==> src/rtl/time_set_ctrl.sv <==
// Set-mode controller for the four BCD alarm-clock time digits (mode/up buttons, per-digit load strobes).
// Optional HOLD_REPEAT_EN: a held up button auto-repeats after 256 cycles, then every 64 cycles.
module time_set_ctrl #(
  parameter int unsigned TIMEOUT_CYCLES = 500,
  parameter int unsigned TO_W           = 16
) (
  input  logic       clk,
  input  logic       reset,
  input  logic       mode_btn,
  input  logic       up_btn,
  input  logic [3:0] hr_t_q,
  input  logic [3:0] hr_o_q,
  input  logic [3:0] min_t_q,
  input  logic [3:0] min_o_q,
  output logic       set_hr_t,
  output logic       set_hr_o,
  output logic       set_min_t,
  output logic       set_min_o,
  output logic [3:0] new_val,
  output logic       run_en,
  output logic [3:0] digit_sel
);

  typedef enum logic [2:0] {RUN, S_HR_T, S_HR_O, S_MIN_T, S_MIN_O} state_t;

  state_t          state, state_nx;
  logic            mode_d, up_d;
  logic [TO_W-1:0] to_cnt, to_cnt_nx;
  logic            clamp_pend, clamp_nx;
  logic            up_defer, defer_nx;
  logic [3:0]      strb_nx, val_nx, dsel_nx;
  logic            mode_edge, up_edge, up_evt, do_up, in_set, rep, timed_out;
  logic [3:0]      cur, lim, inc;

  assign mode_edge = mode_btn & ~mode_d;
  assign up_edge   = up_btn & ~up_d;
  assign in_set    = (state != RUN);
  assign up_evt    = up_edge | rep;
  assign timed_out = (TIMEOUT_CYCLES != 0) && (to_cnt == TO_W'(TIMEOUT_CYCLES - 1));

`ifdef HOLD_REPEAT_EN
  logic       hold_act;
  logic [8:0] hold_cnt;

  assign rep = hold_act & up_btn & in_set & (hold_cnt == 9'd255);

  // After the first repeat the counter reloads to 192 so later repeats come every 64 cycles.
  always_ff @(posedge clk) begin
    if (reset) begin
      hold_act <= 1'b0;
      hold_cnt <= '0;
    end else if (mode_edge || !up_btn || !in_set) begin
      hold_act <= 1'b0;
    end else if (up_edge) begin
      hold_act <= 1'b1;
      hold_cnt <= '0;
    end else if (hold_act) begin
      hold_cnt <= (hold_cnt == 9'd255) ? 9'd192 : hold_cnt + 9'd1;
    end
  end
`else
  assign rep = 1'b0;
`endif

  always_comb begin
    cur = min_o_q;
    lim = 4'd9;
    case (state)
      S_HR_T:  begin cur = hr_t_q;  lim = 4'd2; end
      S_HR_O:  begin cur = hr_o_q;  lim = (hr_t_q == 4'd2) ? 4'd3 : 4'd9; end
      S_MIN_T: begin cur = min_t_q; lim = 4'd5; end
      default: begin cur = min_o_q; lim = 4'd9; end
    endcase
    inc = (cur >= lim) ? '0 : cur + 4'd1;
  end

  always_comb begin
    strb_nx  = '0;
    val_nx   = '0;
    clamp_nx = 1'b0;
    defer_nx = 1'b0;
    do_up    = (up_evt | up_defer) & ~mode_edge & in_set;

    // A pending clamp owns this cycle's strobe; any up action slips by one cycle.
    if (clamp_pend) begin
      strb_nx  = 4'b0100;
      val_nx   = 4'd3;
      defer_nx = do_up;
    end else if (do_up) begin
      val_nx = inc;
      case (state)
        S_HR_T:  strb_nx = 4'b1000;
        S_HR_O:  strb_nx = 4'b0100;
        S_MIN_T: strb_nx = 4'b0010;
        default: strb_nx = 4'b0001;
      endcase
      clamp_nx = (state == S_HR_T) && (inc == 4'd2) && (hr_o_q > 4'd3);
    end

    state_nx = state;
    if (mode_edge) begin
      case (state)
        RUN:     state_nx = S_HR_T;
        S_HR_T:  state_nx = S_HR_O;
        S_HR_O:  state_nx = S_MIN_T;
        S_MIN_T: state_nx = S_MIN_O;
        default: state_nx = RUN;
      endcase
    end else if (in_set && timed_out && !up_evt) begin
      state_nx = RUN;
    end

    to_cnt_nx = (mode_edge || up_evt || state_nx == RUN) ? '0 : to_cnt + 1'b1;

    case (state_nx)
      S_HR_T:  dsel_nx = 4'b1000;
      S_HR_O:  dsel_nx = 4'b0100;
      S_MIN_T: dsel_nx = 4'b0010;
      S_MIN_O: dsel_nx = 4'b0001;
      default: dsel_nx = 4'b0000;
    endcase
  end

  always_ff @(posedge clk) begin
    if (reset) begin
      state      <= RUN;
      mode_d     <= 1'b1;
      up_d       <= 1'b1;
      to_cnt     <= '0;
      clamp_pend <= 1'b0;
      up_defer   <= 1'b0;
      set_hr_t   <= 1'b0;
      set_hr_o   <= 1'b0;
      set_min_t  <= 1'b0;
      set_min_o  <= 1'b0;
      new_val    <= '0;
      run_en     <= 1'b1;
      digit_sel  <= '0;
    end else begin
      state      <= state_nx;
      mode_d     <= mode_btn;
      up_d       <= up_btn;
      to_cnt     <= to_cnt_nx;
      clamp_pend <= clamp_nx;
      up_defer   <= defer_nx;
      set_hr_t   <= strb_nx[3];
      set_hr_o   <= strb_nx[2];
      set_min_t  <= strb_nx[1];
      set_min_o  <= strb_nx[0];
      new_val    <= val_nx;
      run_en     <= (state_nx == RUN);
      digit_sel  <= dsel_nx;
    end
  end

endmodule

==> config.mk <==
export PLATFORM = sky130hd
export DESIGN_NAME = time_set_ctrl
export DESIGN_NICKNAME = d
export VERILOG_FILES = /design/src/rtl/time_set_ctrl.sv
export SDC_FILE = /design/constraint.sdc
export NUM_CORES = 1
export LEC_CHECK = 0
export CAP_MARGIN = 20
export CORE_MARGIN = 2
export CORE_UTILIZATION = 45
export CTS_BUF_LIST = sky130_fd_sc_hd__clkbuf_16
export DETAILED_ROUTE_END_ITERATION = 7
export PLACE_DENSITY = 0.7
export SETUP_SLACK_MARGIN = 0.02
export SLEW_MARGIN = 20
export SYNTH_ARGS = -nofsm -noshare
export SYNTH_HDL_FRONTEND = slang
export SYNTH_SLANG_ARGS = --single-unit
==> constraint.sdc <==
create_clock -name clk -period 3 [get_ports clk]
set_input_delay 0.75 -clock clk [delete_from_list [all_inputs] [get_ports clk]]
set_output_delay 0.75 -clock clk [all_outputs]
set_load 0.03 [all_outputs]
==> reports/results.txt, run 1 <==
DP Wirelength = 2640 µm
Headroom to the max-slew limit = 61.0%
Switch Pwr = 0.248 mW
Number of global-route vias before repair = 1,445
Ant diodes = 0
Total power = 1.10 mW
Crit end category = flip-flop
P per Cell Area = 479 nW/µm²
CP startpoint kind = input port
Clock transition at path regs = 0.05 ns
Area Growth Syn to Fin = 30.1%
Final Slew Violations = 0
Iter 0 DRT Violations = 37
CTS Hold Bufs = 0
RR Startpoint = state[0]
CP max stage cell = clkdlybuf4s50_1
Maxcap violations = 0
Cell count after synthesis = 196
Outcome = completed
Cell accounting for the most synthesized area = dfxtp_1
Final wirelength = 3520 µm
Critical path's largest stage delay = 0.49 ns
Post-synthesis async set-or-reset flop share = 0%
Largest net degree at the start of global routing = 17
Post-Syn Area = 1760 µm²
Reg2Reg Depth = 9
Worst-path maximum fanout = 3
Grt total ovfl = 0
Seq cells post-synth = 36
Cell row count = 22
Die X-Extent = 66.6 µm
CP Class = input port to flip-flop
Placer congestion estimate = 0.873
Final Cycle Share = 94.5%
GRT Overall Usage = 18.7%
Min-Delay Path Depth = 1
Number of synthesized flops with an enable pin = 0
Cts repair resizes = 0
Clock power share = 45.3%
CP Cell Sequence = clkdlybuf4s50_1 -> o22ai_2 -> a221oi_4 -> inv_1 -> ha_1 -> nand2b_1 -> a21o_1 -> a211oi_1 -> o211ai_1 -> a2111oi_2
Final Hold Viols = 0
DR vias/cell = 5.23
First-pass GRT wire length = 6220 µm
Leakage = 0.831 nW
Fmax = 353 MHz
Detailed Routing Iterations Pass 1 = 4
Min Clock Period, post-route = 2.83 ns
Clk Latency, worst-skew pair = 0.28 ns
Final setup fails = 0
Final setup TNS = 0 ns
Area share of the leading cell type in the synthesized netlist = 40.9%
Initial antenna violation count = 0
Hold endpoint = to_cnt[0]
Switching share of power = 22.6%
Top FF cell, synth = dfxtp_1
Count leader, synth = dfxtp_1
I/O Buffers = 32
Die Ht = 66.6 µm
Flop2flop setup slack = 0.42 ns
TritonCTS clock tree = yes
Area contributors post-synth = dfxtp_1 (41%), nor2_1 (6.4%), xor2_1 (5.5%), ha_1 (4.3%), a221oi_4 (3.0%)
Clk buf depth = 2
Fill count = 330
Sequential power share = 44.4%
Remaining DRCs = 0
Io pins = 33
Sink Count = 36
WP buf/inv = 2
Worst-margin pin slew = 0.580 ns
RSZ-0062 raised after global routing = no
Depth of the CTS H-tree = 2
Remaining antenna violation count = 0
Reg-to-Reg End = clamp_pend
CP arrival = 3.00 ns
Sequential-to-total area share from yosys stat = 40.9%
Layout cells sized above 1 = 11.9%
Critical Path RT = 3.17 ns
Core area = 3720 µm²
Syn_area_per_cell = 8.99 µm²
Cell Int Power = 0.849 mW
Synth top cells by count = dfxtp_1 (36), nor2_1 (30), nand2_1 (14)
Hold Crit Start = to_cnt[0]
Maximum vdd ir drop = 377 µV
Die area = 4430 µm²
Worst min path class = flip-flop to flip-flop
Post-Syn Nets = 222
Initial Utilization = 47.4%
Cts bufs inserted = 5
Final Skew = 0.00194 ns
# nets final = 261
Postcts setup bufs = 0
Via Count = 1,485
Synth warnings = 0
Comb power frac = 10.3%
Drt wl/cell = 12.4 µm
Yosys cell types = 48
CTS root buf = clkbuf_16
CP delay by family, top = compound AO/OA/AOI/OAI gates
how the worst max path moves through the flow:
stage                     depth (start not counted)  startpoint         end
after CTS                                        10  min_o_q[0]  clamp_pend
after detailed placement                         10  min_o_q[0]  clamp_pend
after global placement                           10  min_o_q[0]  clamp_pend
final                                            10  min_o_q[0]  clamp_pend
after floorplan                                   9   hr_o_q[0]  clamp_pend
after global routing                             10  min_o_q[0]  clamp_pend
flip-flops by register name, indices dropped and copies added (netlist names):
register,count
mode_d,1
digit_sel,4
state,3
set_min_t,1
to_cnt,16
clamp_pend,1
run_en,1
up_defer,1
up_d,1
set_hr_o,1
new_val,4
set_hr_t,1
set_min_o,1
final cells by class:
class | instances | area (µm²) | share of cell area, %
Clock inverter | 3 | 18.8 | 0.819
Multi-Input combinational cell | 142 | 953 | 41.6
Clock buffer | 5 | 125 | 5.46
Tap cell | 48 | 60.1 | 2.62
Inverter | 11 | 41.3 | 1.80
Sequential cell | 36 | 721 | 31.4
Timing Repair Buffer | 39 | 373 | 16.3
layout by cell type (no fill, tap or decap), types with 2 or more instances in the layout:
cell and n:
o211ai_1 2, a221oi_4 2, a2bb2oi_1 2, nor3_2 2, clkbuf_16 5, ha_1 6
dfxtp_1 36, a22oi_1 2, nor2b_1 5, inv_1 10, xnor2_1 4, nand4_1 4
or2_2 2, clkdlybuf4s50_1 32, o21ai_0 6, nand2_1 14, and3_1 3, nand2b_1 3
a21oi_1 5, nor3_1 5, nand3_1 7, o21ai_1 2, o22ai_1 2, nor4_1 3
xor2_1 11, clkinv_2 2, mux2i_1 2, buf_4 7, nor2_1 30
metrics by stage:
step	cell area, µm²	util [%]	cells	hold slack (ns)	setup WS (ns)
after floorplan	1760	-	196	0.420	0.449
after global placement	2150	57.8	276	0.444	-0.0597
after detailed placement	2150	57.8	276	0.453	-0.147
after CTS	2290	61.7	284	0.466	0.147
after global routing	2290	61.7	284	0.482	0.0311
final	2290	61.7	284	0.461	0.165
cell families after synthesis:
group | count (synthesis) | synth area share, %
adder cells (fa/ha/maj) | 6 | 4.26
flip-flops | 36 | 40.9
AO/OA/AOI/OAI | 32 | 15.3
XOR/XNOR | 15 | 7.46
buffers and inverters | 18 | 4.97
multiplexers | 4 | 2.63
AND/OR/NAND/NOR | 85 | 24.5
power by group through the flow:
stage          logic (mW)  registers, mW  clock network, mW
2_1_floorplan      0.0650          0.498                  0
5_1_grt             0.126          0.487              0.539
3_3_place_gp        0.112          0.497                  0
4_1_cts             0.114          0.487              0.509
3_5_place_dp        0.113          0.497                  0
6_report            0.113          0.487              0.497
per-layer routing:
metal	part of all wire [%]	global-route usage, %	wire [µm]	vias up
li1	-	-	-	772
met3	3.7	4.22	131	9
met1	46	22.0	1610	668
met5	0	0	0	-
met2	49	31.6	1710	36
met4	1.9	9.44	68	0
Power figures use the tool's default switching activity.
==> run 2, diff against run 1 <==
Settings changed: SLEW_MARGIN 20 to not set.
==> results of run 2 <==
The final DEF is identical to that of run 1; final timing and power are the same.
==> run 3, diff against run 2 <==
Settings changed: SKIP_LAST_GASP set to 1.
==> results of run 3 <==
The final DEF is identical to that of run 1; final timing and power are the same.
